`config.mk`:
```
export PLATFORM = sky130hd
export DESIGN_NAME = pwm_peripheral_flat
export DESIGN_NICKNAME = d
export VERILOG_FILES = /design/src/rtl/pwm_peripheral_pkg.sv /design/src/rtl/pwm_peripheral_if.sv /design/src/rtl/pwm_peripheral_timebase.sv /design/src/rtl/pwm_peripheral.sv /design/src/flat_wrapper.sv
export SDC_FILE = /design/constraint.sdc
export NUM_CORES = 1
export LEC_CHECK = 0
export ABC_AREA = 1
export ABC_CLOCK_PERIOD_IN_PS = 2000
export BUFFER_PORTS_ARGS = -buffer_cell sky130_fd_sc_hd__buf_2
export CAP_MARGIN = 10
export CORE_ASPECT_RATIO = 1.4
export CORE_UTILIZATION = 49
export DETAILED_ROUTE_END_ITERATION = 7
export PLACE_DENSITY = 0.75
export SLEW_MARGIN = 25
export SYNTH_ARGS = -nofsm -noshare
export SYNTH_HDL_FRONTEND = slang
export SYNTH_SLANG_ARGS = --single-unit
```
`constraint.sdc`:
```
create_clock -name clk -period 2 [get_ports clk]
set_input_delay 0.4 -clock clk [delete_from_list [all_inputs] [get_ports clk]]
set_output_delay 0.4 -clock clk [all_outputs]
set_load 0.02 [all_outputs]
```
`src/rtl/pwm_peripheral_pkg.sv`:
```
// Shared constants for the PWM peripheral and the SPI register block that feeds it.
package pwm_peripheral_pkg;

  localparam int unsigned PWM_W           = 8;
  localparam int unsigned NUM_PINS        = 16;
  localparam logic [7:0]  DUTY_FULL       = 8'hFF;
  localparam int unsigned CLK_DIV_DEFAULT = 13;

  // Register map shared with the SPI block.
  typedef enum logic [7:0] {
    RegEnOut70  = 8'h00,
    RegEnOut158 = 8'h01,
    RegEnPwm70  = 8'h02,
    RegEnPwm158 = 8'h03,
    RegPwmDuty  = 8'h04
  } reg_addr_e;

  // Output enable wins over PWM mode; enabled non-PWM pins are static high.
  function automatic logic pin_level(input logic en_out, input logic en_pwm, input logic pwm_hi);
    return en_out & (~en_pwm | pwm_hi);
  endfunction

endpackage

```
`src/rtl/pwm_peripheral_if.sv`:
```
// Register levels from the SPI block into the PWM peripheral, plus the pin drive coming back.
interface pwm_peripheral_if;
  import pwm_peripheral_pkg::*;

  logic [7:0]          en_reg_out_7_0;
  logic [7:0]          en_reg_out_15_8;
  logic [7:0]          en_reg_pwm_7_0;
  logic [7:0]          en_reg_pwm_15_8;
  logic [PWM_W-1:0]    pwm_duty_cycle;
  logic [NUM_PINS-1:0] out;
  logic                period_start;

  modport master (
    output en_reg_out_7_0, en_reg_out_15_8, en_reg_pwm_7_0, en_reg_pwm_15_8, pwm_duty_cycle,
    input  out, period_start
  );

  modport slave (
    input  en_reg_out_7_0, en_reg_out_15_8, en_reg_pwm_7_0, en_reg_pwm_15_8, pwm_duty_cycle,
    output out, period_start
  );

endinterface

```
`src/rtl/pwm_peripheral_timebase.sv`:
```
// Shared PWM timebase: prescaler, 8-bit period counter, double-buffered duty and
// the period boundary pulse.
module pwm_timebase
  import pwm_peripheral_pkg::*;
#(
  parameter int unsigned CLK_DIV = CLK_DIV_DEFAULT
) (
  input  logic             clk,
  input  logic             rst_n,
  input  logic [PWM_W-1:0] pwm_duty_cycle,
  output logic             pwm_hi,
  output logic             period_start
);

  localparam int unsigned     DivW   = (CLK_DIV > 1) ? $clog2(CLK_DIV) : 1;
  localparam logic [DivW-1:0] DivMax = DivW'(CLK_DIV - 1);

  logic [DivW-1:0]  div_cnt_q, div_cnt_d;
  logic [PWM_W-1:0] pwm_cnt_q, pwm_cnt_d;
  logic [PWM_W-1:0] duty_q, duty_d;
  logic             period_start_q, period_start_d;
  logic             tick;
  logic             boundary;

  always_comb begin
    tick           = (div_cnt_q == DivMax);
    div_cnt_d      = tick ? '0 : div_cnt_q + 1'b1;
    pwm_cnt_d      = tick ? pwm_cnt_q + 1'b1 : pwm_cnt_q;
    // Duty is only picked up as the counter wraps, so a period never changes shape midway.
    boundary       = tick && (pwm_cnt_q == {PWM_W{1'b1}});
    duty_d         = boundary ? pwm_duty_cycle : duty_q;
    period_start_d = boundary;
    pwm_hi         = (duty_q == DUTY_FULL) || (pwm_cnt_q < duty_q);
  end

  always_ff @(posedge clk or negedge rst_n) begin
    if (!rst_n) begin
      div_cnt_q      <= '0;
      pwm_cnt_q      <= '0;
      duty_q         <= '0;
      period_start_q <= 1'b0;
    end else begin
      div_cnt_q      <= div_cnt_d;
      pwm_cnt_q      <= pwm_cnt_d;
      duty_q         <= duty_d;
      period_start_q <= period_start_d;
    end
  end

  assign period_start = period_start_q;

endmodule

```
`src/rtl/pwm_peripheral.sv`:
```
// 16-pin output stage: each pin is off, static high or the shared PWM waveform,
// registered once per clk.
module pwm_peripheral
  import pwm_peripheral_pkg::*;
#(
  parameter int unsigned CLK_DIV = CLK_DIV_DEFAULT
) (
  input  logic              clk,
  input  logic              rst_n,
  pwm_peripheral_if.slave   bus
);

  logic [NUM_PINS-1:0] en_out;
  logic [NUM_PINS-1:0] en_pwm;
  logic [NUM_PINS-1:0] out_d, out_q;
  logic                pwm_hi;
  logic                period_start;

  assign en_out = {bus.en_reg_out_15_8, bus.en_reg_out_7_0};
  assign en_pwm = {bus.en_reg_pwm_15_8, bus.en_reg_pwm_7_0};

  pwm_timebase #(
    .CLK_DIV (CLK_DIV)
  ) u_timebase (
    .clk            (clk),
    .rst_n          (rst_n),
    .pwm_duty_cycle (bus.pwm_duty_cycle),
    .pwm_hi         (pwm_hi),
    .period_start   (period_start)
  );

  always_comb begin
    out_d = '0;
    for (int i = 0; i < NUM_PINS; i++) begin
      out_d[i] = pin_level(en_out[i], en_pwm[i], pwm_hi);
    end
  end

  always_ff @(posedge clk or negedge rst_n) begin
    if (!rst_n) begin
      out_q <= '0;
    end else begin
      out_q <= out_d;
    end
  end

  assign bus.out          = out_q;
  assign bus.period_start = period_start;

endmodule

```
`src/flat_wrapper.sv`:
```
// flat-port wrapper written by rule: the top's interface ports become plain ports
module pwm_peripheral_flat import pwm_peripheral_pkg::*;
#(
  parameter int unsigned CLK_DIV = CLK_DIV_DEFAULT
)
  (clk, rst_n, bus_en_reg_out_7_0, bus_en_reg_out_15_8, bus_en_reg_pwm_7_0, bus_en_reg_pwm_15_8, bus_pwm_duty_cycle, bus_out, bus_period_start);
  pwm_peripheral_if bus_i ();
  input  logic clk;
  input  logic rst_n;
  input wire logic [$bits(bus_i.en_reg_out_7_0)-1:0] bus_en_reg_out_7_0;
  input wire logic [$bits(bus_i.en_reg_out_15_8)-1:0] bus_en_reg_out_15_8;
  input wire logic [$bits(bus_i.en_reg_pwm_7_0)-1:0] bus_en_reg_pwm_7_0;
  input wire logic [$bits(bus_i.en_reg_pwm_15_8)-1:0] bus_en_reg_pwm_15_8;
  input wire logic [$bits(bus_i.pwm_duty_cycle)-1:0] bus_pwm_duty_cycle;
  output wire logic [$bits(bus_i.out)-1:0] bus_out;
  output wire logic [$bits(bus_i.period_start)-1:0] bus_period_start;
  assign bus_i.en_reg_out_7_0 = bus_en_reg_out_7_0;
  assign bus_i.en_reg_out_15_8 = bus_en_reg_out_15_8;
  assign bus_i.en_reg_pwm_7_0 = bus_en_reg_pwm_7_0;
  assign bus_i.en_reg_pwm_15_8 = bus_en_reg_pwm_15_8;
  assign bus_i.pwm_duty_cycle = bus_pwm_duty_cycle;
  assign bus_out = bus_i.out;
  assign bus_period_start = bus_i.period_start;
  pwm_peripheral #(.CLK_DIV(CLK_DIV)) u_core (.clk(clk), .rst_n(rst_n), .bus(bus_i));
endmodule
```
# After elaboration in Yosys (flattened, before gate mapping)
# Index checks and enable logic that the tools add are counted.
[classes]
n_lt_le_gt_ge = 1
n_eq_ne = 3
addsub = 2
mux = 1
bitwise_logic = 48
n_reduce_logical = 2
[ops]
columns = ["cell", "n"]
rows = [
  ["AND 1 bit", 16],
  ["== test 8 bit, second input constant", 2],
  ["inverter 1 bit", 16],
  ["bitwise OR 1 bit", 16],
  ["adder 8 x 1 -> 8 bit, second input constant", 1],
  ["< comparator 8 bit", 1],
  ["adder 4 x 1 -> 4 bit, second input constant", 1],
  ["== test 4 bit, second input constant", 1],
  ["2-to-1 mux 4 bit", 1],
  ["logical AND 1 bit", 1],
  ["logical OR 1 bit", 1],
]
[word_totals]
wordCells = 62
input_bits = 42
output_inout_bits = 17
reg_bits = 37

# Logic depth before layout (Yosys ltp)
# Gate-level depths: netlist of the first run.
[depth]
word_depth = 4
ltp_mapped = 12
depth_no_buf = 11

# By module
# Synthesis of the first run repeated with hierarchy kept, for this count alone.
[hier_totals]
cells_unflattened = 183
area_unflattened_um2 = 1735.4
[modules_own_cells]
columns = ["mod", "cells_per_inst", "n_inst", "seq_area_each_um2", "area_per_inst_um2"]
rows = [
  ["pwm_timebase", 133, 1, 525.5, 1134.8],
  ["pwm_peripheral", 50, 1, 400.4, 600.6],
]

# Least setup slack after synthesis of the first run
# No wires, ideal clock.
[synth_path]
kind = "flip-flop to flip-flop"
from = "reg u_core.u_timebase.div_cnt_q[0]"
to = "reg u_core.u_timebase.duty_q[2]"
path_buffers = 1
period_less_slack_ns = 1.570
path_stages_with_launch = 10
arrival_time_ns = 1.454
required_time_ns = 1.884
setup_time_ns = 0.116
slack_ns = 0.430
cell_sequence = "dfrtp_1 > inv_1 > ha_1 > nand3_4 > nor2_4 > nand4_1 > or2_1 > buf_6 > nand2_1 > nand2_1"
[synth_via]
elab_chain_len = 2
[synth_lines]
columns = ["element", "line_no", "source"]
rows = [
  ["start, declared", "pwm_peripheral_timebase.sv:18", "logic [DivW-1:0] div_cnt_q, div_cnt_d;"],
  ["start signal, assigned", "pwm_peripheral_timebase.sv:43", "div_cnt_q <= div_cnt_d;"],
  ["== test 4 bit", "pwm_peripheral_timebase.sv:26", "tick = (div_cnt_q == DivMax);"],
  ["logical AND 1 bit", "pwm_peripheral_timebase.sv:30", "boundary = tick && (pwm_cnt_q == {PWM_W{1'b1}});"],
  ["end signal, assigned", "pwm_peripheral_timebase.sv:45", "duty_q <= duty_d;"],
  ["end, declared", "pwm_peripheral_timebase.sv:20", "logic [PWM_W-1:0] duty_q, duty_d;"],
]
# Every way passes these cells.
# A chain may end at the register's enable or synchronous reset.

# Worst setup path after layout of the first run
[layout_path]
from = "reg u_core.u_timebase.div_cnt_q[0]"
to = "reg u_core.u_timebase.duty_q[5]"
# The elaborated chain is that of the path after synthesis.

==> flow_summary.toml, run 1 <==
[detailed_routing]
num_vias = 1340
via_per_inst = 4.605
drt_pass1_iterations = 4
drt_iter0_drc = 11
wl_per_cell_um = 10.85
drtAntennaViolNets = 0
drt_wl_total_mm = 3.157
drc_errors = 0

[global_route]
grt_pass1_wl_mm = 5.444
antenna_found_initial = 0
grt_use_total = 0.1986
grt_max_degree = 38
grt_pass1_vias = 1315
grt.overflow.total = 0

[clock_network]
clk_latency_ns = 0.29
cts_num_sinks = 37
cts_buffers = 5
cts_tree = "yes"
post_cts_buffers = 0
clkSlewWorstSetupHoldPaths_ns = 0.08
h-tree-depth = 2
root_buffer = "clkbuf_8"
cts_buffer_depth = 2

[critical_path]
critPathKind = "flop to flop"
reg2reg_slack_ns = 0.21
worstPathArrival_ns = 1.98
worst-r2r-cell-count = 8
end_kind = "flop"
cp_slowest_stage_delay_ns = 0.41
crit_path_top_delay_cell = "dfrtp_1"
path_cells = "inv_1, ha_1, nand3_4, nor2_4, nand4_1, or2_1, nand2_1, nand2_1"
cp_common_cell = "nand2_1"
r2r_end = "u_core.u_timebase.duty_q[5]"
worst-path-buf-inv = 1
critPathLaunchType = "flop"
r2r-start = "u_core.u_timebase.div_cnt_q[0]"
path_max_fanout = 9
cp_top_family = "simple AND/OR/NAND/NOR gates"
critPathRequiredTime_ns = 2.19

[timing]
rsz0062_at_grt = "no"
worst_slew_pin_slew_ns = 0.5507
max-slew-margin-rel = 0.6320
finClkSkew_ns = 0.002764
finalHoldViolations = 0
tns_ns = 0
period_share = 0.8955
setup_viol = 0
layout_min_cycle_time_ns = 1.791
worst_hold_slack_ns = 0.1275
drv_slew = 0
fmax_mhz = 558.4

[run]
drv_cap = 0

[yosys]
synthCells = 187
ys.warnings.count = 0
synth-seq-cells = 37
syn_nets = 239
synth_top_family_by_area = "simple AND/OR/NAND/NOR gates"
synth_compound_area_frac = 0.01449
synthXorXnorAreaFrac = 0.04058
synth-simple-area-share = 0.2348
muxShareOfSynthArea = 0.006522
synth_adder_area_share = 0.07246
yosysUniqueCellTypes = 25
synth_seq_area_share = 0.5362
syn-cell-area_um2 = 1727
syn_avg_cell_area_um2 = 9.233

[die]
die-area_um2 = 3769
dieHeight_um = 72.24
rows = 25
core-area_um2 = 3378
start_util = 0.5111
die_x_um = 52.17
ios = 59

[place]
dpl.cell_count = 283
routabilityCongestion = 0.7665
io_buffers = 58
placed_cell_area_um2 = 2054
hpwlAfterDp_mm = 2.325

[layout]
diodes = 0
area.growth.synth_to_final_pct = 25.80
fin_nets = 302
final_cell_count_no_fill = 291
design_area_um2 = 2172
drive_gt1_frac = 0.2988
fillerInstances = 297

[pwr]
leakagePower_nw = 1.284
irDropWorstVdd_v = 0.0005357
powerDensity_nw_per_um2 = 702.0

[outcome]
status = "complete, no violations"

[worst_hold_path]
hold_path.class = "primary input to asynchronous set/reset pin"
-- layer usage --
metal	up-vias	routed length, um	GRT usage
li1	704	-	-
met1	597	1308	0.2141
met2	33	1643	0.3476
met3	6	130	0.05660
met4	0	74	0.09649
met5	-	0	0
-- power breakdown --
| part | internal [mW] | leakage (nW) | switching, mW |
|---|---|---|---|
| registers | 0.764 | 0.418 | 0.00371 |
| logic | 0.0460 | 0.811 | 0.0595 |
| clock network | 0.373 | 0.0543 | 0.279 |
| total | 1.18 | 1.28 | 0.342 |
-- layout by cell type, fill, tap and decap left out, types with 2 or more instances in the layout --
cell type,instances
buf_2,58
dfrtp_1,37
nor3_1,2
ha_1,10
nor2_1,3
xnor2_1,2
inv_1,34
nand2_2,2
nand2_1,52
clkbuf_8,5
nand4_1,3
xor2_1,6
a21oi_1,2
nand3_1,21
-- cell usage after synthesis, drive strengths merged --
master  count  area [um^2]
nand2      54        205.2
mux2        1        11.26
buf         2        16.26
and3        2        13.77
nand4       3        18.77
inv        34        127.6
xnor2       2        17.52
nor4        1        6.260
dfrtp      37        925.9
xor2        6        52.55
clkbuf      1        3.750
a31o        1        8.760
nand3      22        122.6
nor2        4        22.52
a21oi       2        10.01
or2         1        6.260
a31oi       1        6.260
nor3        2        10.01
clkinv      1        16.27
ha         10        125.1
-- what timing repair did --
item / in CTS / in global routing
gates resized for setup: 0 / 1
hold buffers: 0 / 0
setup endpoints to repair: 0 / 1
-- sequential cells by signal, summed over array words and instances, names as in the netlist --
name and count:
u_core.u_timebase.div_cnt_q 4, u_core.bus.out 16, u_core.u_timebase.duty_q 8, u_core.u_timebase.pwm_cnt_q 8, u_core.u_timebase.period_start 1
-- cells by family after synthesis --
logic type | Yosys count
AND/OR/NAND/NOR | 89
multiplexers | 1
flip-flops | 37
buffers and inverters | 38
AO/OA/AOI/OAI | 4
XOR/XNOR | 8
adder cells (fa/ha/maj) | 10
-- how the worst max path moves through the flow --
| stage | start | end | slack, ns | depth (start not counted) |
|---|---|---|---|---|
| finish | u_core.u_timebase.div_cnt_q[0] | u_core.u_timebase.duty_q[5] | 0.21 | 8 |
| global route | u_core.u_timebase.div_cnt_q[0] | u_core.u_timebase.duty_q[1] | 0.03 | 8 |
| CTS | u_core.u_timebase.pwm_cnt_q[5] | u_core.bus.out[7] | 0.11 | 8 |
| detailed placement | u_core.u_timebase.pwm_cnt_q[5] | u_core.bus.out[7] | 0.14 | 8 |
| global placement | u_core.u_timebase.pwm_cnt_q[5] | u_core.bus.out[11] | 0.18 | 8 |
| floorplan | u_core.u_timebase.div_cnt_q[0] | u_core.u_timebase.duty_q[2] | 0.43 | 9 |
-- per-stage QoR --
step	power [mW]	worst slack (ns)	util
global placement	0.8882	0.1801	0.6081
finish	1.525	0.2091	0.6430
floorplan	0.8171	0.4296	-
CTS	1.541	0.1118	0.6422
detailed placement	0.8898	0.1360	0.6081
global route	1.590	0.02606	0.6430
-- layout make-up --
cell class              instances  area [um^2]  area share
clock buffers                   5        68.82     0.03168
clock inverters                 3        46.29     0.02131
inverters                      35        143.9     0.06624
multi-input cells             112        639.4      0.2944
flip-flops and latches         37        925.9      0.4263
well taps                      40        50.05     0.02304
repair buffers                 59        297.8      0.1371
Note: power is estimated with default switching activity, not from simulation.
==> run 2: changes to the inputs <==
--- a/config.mk
+++ b/config.mk
@@ -5,14 +5,13 @@
 export SDC_FILE = /design/constraint.sdc
 export NUM_CORES = 1
 export LEC_CHECK = 0
-export ABC_AREA = 1
 export ABC_CLOCK_PERIOD_IN_PS = 2000
 export BUFFER_PORTS_ARGS = -buffer_cell sky130_fd_sc_hd__buf_2
 export CAP_MARGIN = 10
 export CORE_ASPECT_RATIO = 1.4
 export CORE_UTILIZATION = 49
 export DETAILED_ROUTE_END_ITERATION = 7
-export PLACE_DENSITY = 0.75
+export PLACE_DENSITY = 0.76
 export SLEW_MARGIN = 25
 export SYNTH_ARGS = -nofsm -noshare
 export SYNTH_HDL_FRONTEND = slang
==> run 2 against run 1 <==
Hold slack better by 0.072 ns. Largest cell class unchanged. Final cell count shrank 22%. Core utilization grew 1.0 points. Non-clock buffer count unchanged. Design area down 4.3%. Total power is 11% lower. Sequential share of layout area rose by 1.9 points. Largest power group unchanged. Critical path type unchanged. Clock power decreased by 26%.
==> flow_summary.toml, run 2 <==
[yosys]
synth_top_family_by_area = "compound AO/OA/AOI/OAI gates"
synth_commonest_cells = "dfrtp_1, a21boi_2, ha_1, inv_1, mux2_2"
syn-cell-area_um2 = 1658
synth_compound_area_frac = 0.1570
synth-seq-cells = 37
synthTopCellsByArea = "dfrtp_1, ha_1, a21boi_2"
synthXorXnorAreaFrac = 0.04226
synth_top_flop_cell = "dfrtp_1"
syn_avg_cell_area_um2 = 13.37
synthCells = 124
yosysUniqueCellTypes = 28
syn_nets = 176
ys.warnings.count = 0
muxShareOfSynthArea = 0.05434
synth-simple-area-share = 0.07849
synth_top_area_cell = "dfrtp_1"
synth_adder_area_share = 0.07547
synth_edf_count = 0
yosysTopAreaCellShare = 0.5585
yosysMostFrequentCell = "dfrtp_1"
synth_seq_area_share = 0.5585
synth_async_sr_flop_share = 1.000

[timing]
layout_min_cycle_time_ns = 1.839
tns_ns = 0
rsz0062_at_grt = "no"
finClkSkew_ns = 0.007270
setup_viol = 0
fin_ws_ns = 0.1609
period_share = 0.9196
drv_slew = 0
max-slew-margin-rel = 0.4687
fmax_mhz = 543.7
worst_slew_pin_slew_ns = 0.7969
finalHoldViolations = 0

[place]
placed_cell_area_um2 = 1998
hpwlAfterDp_mm = 2.566
io_buffers = 58
pre_cts_ws_ns = 0.03200
routabilityCongestion = 0.7674

[layout]
mostFrequentLayoutCell = "buf_2"
mostFrequentLayoutCells = "buf_2, dfrtp_1, inv_1, a21boi_2, ha_1"
fillerInstances = 276
fin_nets = 240
diodes = 0
design_area_um2 = 2079
drive_gt1_frac = 0.4815
largest_reg_flops = 16
area.growth.synth_to_final_pct = 25.43

[critical_path]
critPathKind = "flop to flop"
path_max_fanout = 16
critPathLaunchType = "flop"
end_kind = "flop"
worstPathArrival_ns = 1.99
critPathRequiredTime_ns = 2.15

[clock_network]
postCtsHoldBufs = 0
h-tree-depth = 2
clkSlewWorstSetupHoldPaths_ns = 0.07
root_buffer = "clkbuf_8"
cts_buffer_depth = 2
cts_num_sinks = 37
cts_buffers = 5
clk_latency_ns = 0.28
cts_tree = "yes"

[detailed_routing]
drt_pass1_iterations = 4
drc_errors = 0
via_per_inst = 5.154
drt_iter0_drc = 13
num_vias = 1175
wl_per_cell_um = 14.10
drtAntennaViolNets = 0
drt_wl_total_mm = 3.215

[pwr]
irDropWorstVdd_v = 0.0005396
powerDensity_nw_per_um2 = 654.9
leakagePower_nw = 1.058
power_mw = 1.362

[die]
start_util = 0.5208
die-area_um2 = 3623
dieHeight_um = 70.83
ios = 59
core-area_um2 = 3183
rows = 24
die_x_um = 51.16

[global_route]
antenna_found_initial = 0
grt_use_total = 0.2151
grt.overflow.total = 0
grt_max_degree = 38
grt_pass1_vias = 1290
grt_pass1_wl_mm = 5.561

[worst_hold_path]
hold_path.class = "primary input to asynchronous set/reset pin"

[outcome]
status = "complete, no violations"

[run]
drv_cap = 0
## run 2: cell count changes after synthesis, moves of 4 or more
cell	change
a21boi_0	+6
a21boi_2	+10
inv_1	-24
mux2_2	+7
nand2_1	-49
nand3_1	-16
xnor2_1	+4
xor2_1	-4
## run 2: per-stage QoR
step	instances	utilization	hold slack [ns]
detailed placement	220	0.6278	0.4848
floorplan	124	-	0.1044
finish	228	0.6533	0.1994
global placement	220	0.6278	0.4650
global route	228	0.6533	0.2617
CTS	228	0.6529	0.2282
## run 2: layout make-up
class                   instances  area (um^2)  share of cell area
clock buffers                   8        80.08             0.03851
inverters                      10        37.54             0.01805
multi-input cells              75        676.9              0.3255
well taps                      39        48.80             0.02347
repair buffers                 59        310.3              0.1492
flip-flops and latches         37        925.9              0.4452
## run 2: final timing paths
path	from	to	slack, ns	cells after the start
worst max-delay path	u_core.u_timebase.pwm_cnt_q[5]	u_core.bus.out[14]	0.16	6
worst min-delay path	rst_n	u_core.u_timebase.pwm_cnt_q[5]	0.20	1
worst max register to register	u_core.u_timebase.pwm_cnt_q[5]	u_core.bus.out[14]	0.16	6
worst min register to register	u_core.u_timebase.div_cnt_q[0]	u_core.u_timebase.div_cnt_q[0]	0.49	1
max in group asynchronous	rst_n	u_core.bus.out[8]	1.29	1
min in group clk	bus_en_reg_pwm_7_0[4]	u_core.bus.out[4]	0.28	2
## run 2: per-layer routing
metal / routed length, um / global-route usage / vias up / share of wire
li1: - / - / 559 / -
met2: 1815 / 0.3699 / 40 / 0.56
met3: 154 / 0.06882 / 6 / 0.048
met4: 70 / 0.1111 / 0 / 0.022
met1: 1175 / 0.2294 / 570 / 0.37
met5: 0 / 0 / - / 0
## run 2: cell families after synthesis
group	count (synthesis)
AOI/OAI and AO/OA	26
buffers and inverters	12
xor gates and xnor gates	8
adders and majority gates	10
muxes	8
and+or+nand+nor	23
DFF	37
## run 2: power breakdown
group	switching (mW)	total (mW)	leakage, nW	internal, mW
sequential	0.00378	0.768	0.479	0.764
clock	0.237	0.484	0.0395	0.247
combinational	0.0584	0.109	0.539	0.0508
total	0.299	1.36	1.06	1.06
## run 2: critical path, stage by stage, from the launching register on
cell      delay (ns)
dfrtp_1         0.42
ha_1            0.32
and4_2          0.25
o21ai_2         0.06
o32ai_2         0.34
buf_12          0.20
a21boi_0        0.11
## run 2: repair_timing
action | in CTS | in global routing
endpoints found under the setup margin | 0 | 8
buffers inserted | 0 | 0
resized for setup | 0 | 1
==> run 3: changes to the inputs <==
--- a/config.mk
+++ b/config.mk
@@ -9,10 +9,11 @@
 export BUFFER_PORTS_ARGS = -buffer_cell sky130_fd_sc_hd__buf_2
 export CAP_MARGIN = 10
 export CORE_ASPECT_RATIO = 1.4
-export CORE_UTILIZATION = 49
+export CORE_UTILIZATION = 48
 export DETAILED_ROUTE_END_ITERATION = 7
-export PLACE_DENSITY = 0.76
+export PLACE_DENSITY = 0.75
 export SLEW_MARGIN = 25
 export SYNTH_ARGS = -nofsm -noshare
 export SYNTH_HDL_FRONTEND = slang
+export SYNTH_HIERARCHICAL = 1
 export SYNTH_SLANG_ARGS = --single-unit
==> constraint.sdc (replaced) <==
create_clock -name clk -period 2 [get_ports clk]
set_input_delay 0.4 -clock clk [delete_from_list [all_inputs] [get_ports clk]]
set_output_delay 0.4 -clock clk [all_outputs]
set_load 0.05 [all_outputs]
==> run 3 against run 2 <==
Critical path depth is 1 higher. Setup slack better by 0.030 ns. Clock skew is 0.0043 ns lower. Hold slack worse by 0.018 ns. Sequential share of layout area is 0.84 points lower. Total power is 20% higher.
==> flow_summary.toml, run 3 <==
[outcome]
status = "complete, no violations"

[die]
rows = 24
core-area_um2 = 3183
dieHeight_um = 71.04
die-area_um2 = 3645
ios = 59
die_x_um = 51.31
start_util = 0.5134

[global_route]
grt_pass1_wl_mm = 5.257
grt_max_degree = 38
grt.overflow.total = 0
grt_use_total = 0.2027
grt_pass1_vias = 1235
antenna_found_initial = 0

[detailed_routing]
drt_pass1_iterations = 4
drc_errors = 0
num_vias = 1172
drt_wl_total_mm = 3.233
drtAntennaViolNets = 0
via_per_inst = 5.030
drt_iter0_drc = 13
wl_per_cell_um = 13.88

[timing]
fmax_mhz = 552.9
max-slew-margin-rel = 0.4744
tns_ns = 0
setup_viol = 0
period_share = 0.9043
drv_slew = 0
worst_slew_pin_slew_ns = 0.7884
layout_min_cycle_time_ns = 1.809
rsz0062_at_grt = "no"
finalHoldViolations = 0
finClkSkew_ns = 0.002953
worst_hold_slack_ns = 0.1811

[clock_network]
h-tree-depth = 2
cts_buffer_depth = 2
cts_tree = "yes"
clk_latency_ns = 0.29
postCtsHoldBufs = 0
cts_num_sinks = 37
cts_buffers = 5
clkSlewWorstSetupHoldPaths_ns = 0.07
root_buffer = "clkbuf_8"

[layout]
fin_nets = 245
mostFrequentLayoutCell = "buf_2"
diodes = 0
drive_gt1_frac = 0.4845
final_cell_count_no_fill = 233
area.growth.synth_to_final_pct = 29.71
largest_reg_flops = 16
design_area_um2 = 2120
mostFrequentLayoutCells = "buf_2, dfrtp_1, inv_1"

[critical_path]
end_kind = "flop"
r2r_end = "u_core/bus.out[0]"
r2r-start = "u_core/u_timebase/pwm_cnt_q[5]"
path_max_fanout = 13
worst-r2r-cell-count = 7
critPathKind = "flop to flop"
critPathLaunchType = "flop"
crit_path_top_delay_cell = "dfrtp_1"
reg2reg_slack_ns = 0.19
worstPathArrival_ns = 2.03
critPathRequiredTime_ns = 2.23
path_cells = "ha_1, a21oi_1, nor2b_1, o41ai_2, inv_2, buf_4, a21boi_2"
cp_slowest_stage_delay_ns = 0.41

[pwr]
power_mw = 1.631
p_int_mw = 1.244
p_seq_frac = 0.480
leakagePower_nw = 1.098
p_comb_frac = 0.108
powerDensity_nw_per_um2 = 769.6
p_clk_frac = 0.412
swShare = 0.2371
irDropWorstVdd_v = 0.0007053
switchingPower_uw = 386.8

[run]
drv_cap = 0

[worst_hold_path]
hold_path.class = "primary input to asynchronous set/reset pin"

[yosys]
yosysMostFrequentCell = "dfrtp_1"
synth_top_flop_cell = "dfrtp_1"
synth_async_sr_flop_share = 1.000
synth-seq-cells = 37
yosysUniqueCellTypes = 25
syn-cell-area_um2 = 1634
synthTopCellsByArea = "dfrtp_1, ha_1, a21boi_2"
synth_edf_count = 0
syn_nets = 176
synthCells = 124
ys.warnings.count = 6
synth_seq_area_share = 0.5666
yosysTopAreaCellShare = 0.5666
syn_avg_cell_area_um2 = 13.18
synth_commonest_cells = "dfrtp_1, inv_1, a21boi_2, ha_1, mux2_2"
synth_top_area_cell = "dfrtp_1"

[place]
hpwlAfterDp_mm = 2.444
placed_cell_area_um2 = 1958
dpl.cell_count = 220
io_buffers = 58
routabilityCongestion = 0.8900
[run 3: changes by cell type after synthesis, moves of 2 or more]
cell | previous run | this run
nor3_1 | 0 | 2
nand3_1 | 5 | 1
o21ai_0 | 1 | 3
nor2_1 | 5 | 3
inv_1 | 10 | 13
[run 3: logic make-up after synthesis]
family / synth area share
buffers and inverters: 0.04594
adder cells (fa/ha/maj): 0.07657
AO/OA/AOI/OAI: 0.1332
flip-flops: 0.5666
XOR/XNOR: 0.04288
multiplexers: 0.06432
AND/OR/NAND/NOR: 0.07044
[run 3: worst max-delay path by stage]
| stage | from | end | slack, ns | cells past startpoint |
|---|---|---|---|---|
| final | u_core/u_timebase/pwm_cnt_q[5] | u_core/bus.out[0] | 0.19 | 7 |
| after global routing | u_core/u_timebase/pwm_cnt_q[3] | u_core/bus.out[0] | 0.09 | 7 |
| after CTS | u_core/u_timebase/pwm_cnt_q[5] | u_core/bus.out[1] | 0.09 | 6 |
| after detailed placement | u_core/u_timebase/pwm_cnt_q[5] | u_core/bus.out[1] | 0.10 | 6 |
| after global placement | u_core/u_timebase/pwm_cnt_q[5] | u_core/bus.out[4] | 0.21 | 6 |
| after floorplan | u_core/u_timebase/div_cnt_q[0] | u_core/u_timebase/duty_q[0] | 0.29 | 7 |
[run 3: layout make-up]
type | instances | area [um^2]
clock buffers | 7 | 86.33
fillers | 276 | 1064
flip-flops and latches | 37 | 925.9
multi-input cells | 71 | 640.6
inverters | 14 | 52.55
repair buffers | 64 | 335.3
well taps | 39 | 48.80
clock inverters | 1 | 30.03
[run 3: critical path: cells and delay by family, from the launching register on]
kind / cells / cell delay, ns
DFF: 1 / 0.41
AOI/OAI and AO/OA: 3 / 0.57
buffers and inverters: 2 / 0.36
and+or+nand+nor: 1 / 0.07
adders and majority gates: 1 / 0.33
[run 3: per-layer routing]
metal,global-route usage,wire (um),part of all wire,vias to the layer above
li1,-,-,-,560
met3,0.06882,209,0.065,6
met2,0.3494,1721,0.53,44
met5,0,0,0,-
met4,0.09910,72,0.022,0
met1,0.2164,1230,0.38,562
[run 3: power groups by stage]
stage | sequential (mW) | combinational [mW] | clock (mW)
CTS | 0.783 | 0.177 | 0.681
global route | 0.786 | 0.189 | 0.712
floorplan | 0.858 | 0.0340 | 0
detailed placement | 0.798 | 0.176 | 0
finish | 0.783 | 0.176 | 0.672
global placement | 0.797 | 0.170 | 0
[run 3: timing repair]
item                       4_1_cts  5_1_grt
resized for setup                0        1
setup endpoints to repair        0        4
setup buffers                    0        5
[run 3: metrics by stage]
| stage | util | setup slack (ns) |
|---|---|---|
| finish | 0.6659 | 0.1913 |
| global route | 0.6659 | 0.08801 |
| CTS | 0.6517 | 0.09089 |
| detailed placement | 0.6152 | 0.1022 |
| global placement | 0.6152 | 0.2078 |
| floorplan | - | 0.2927 |
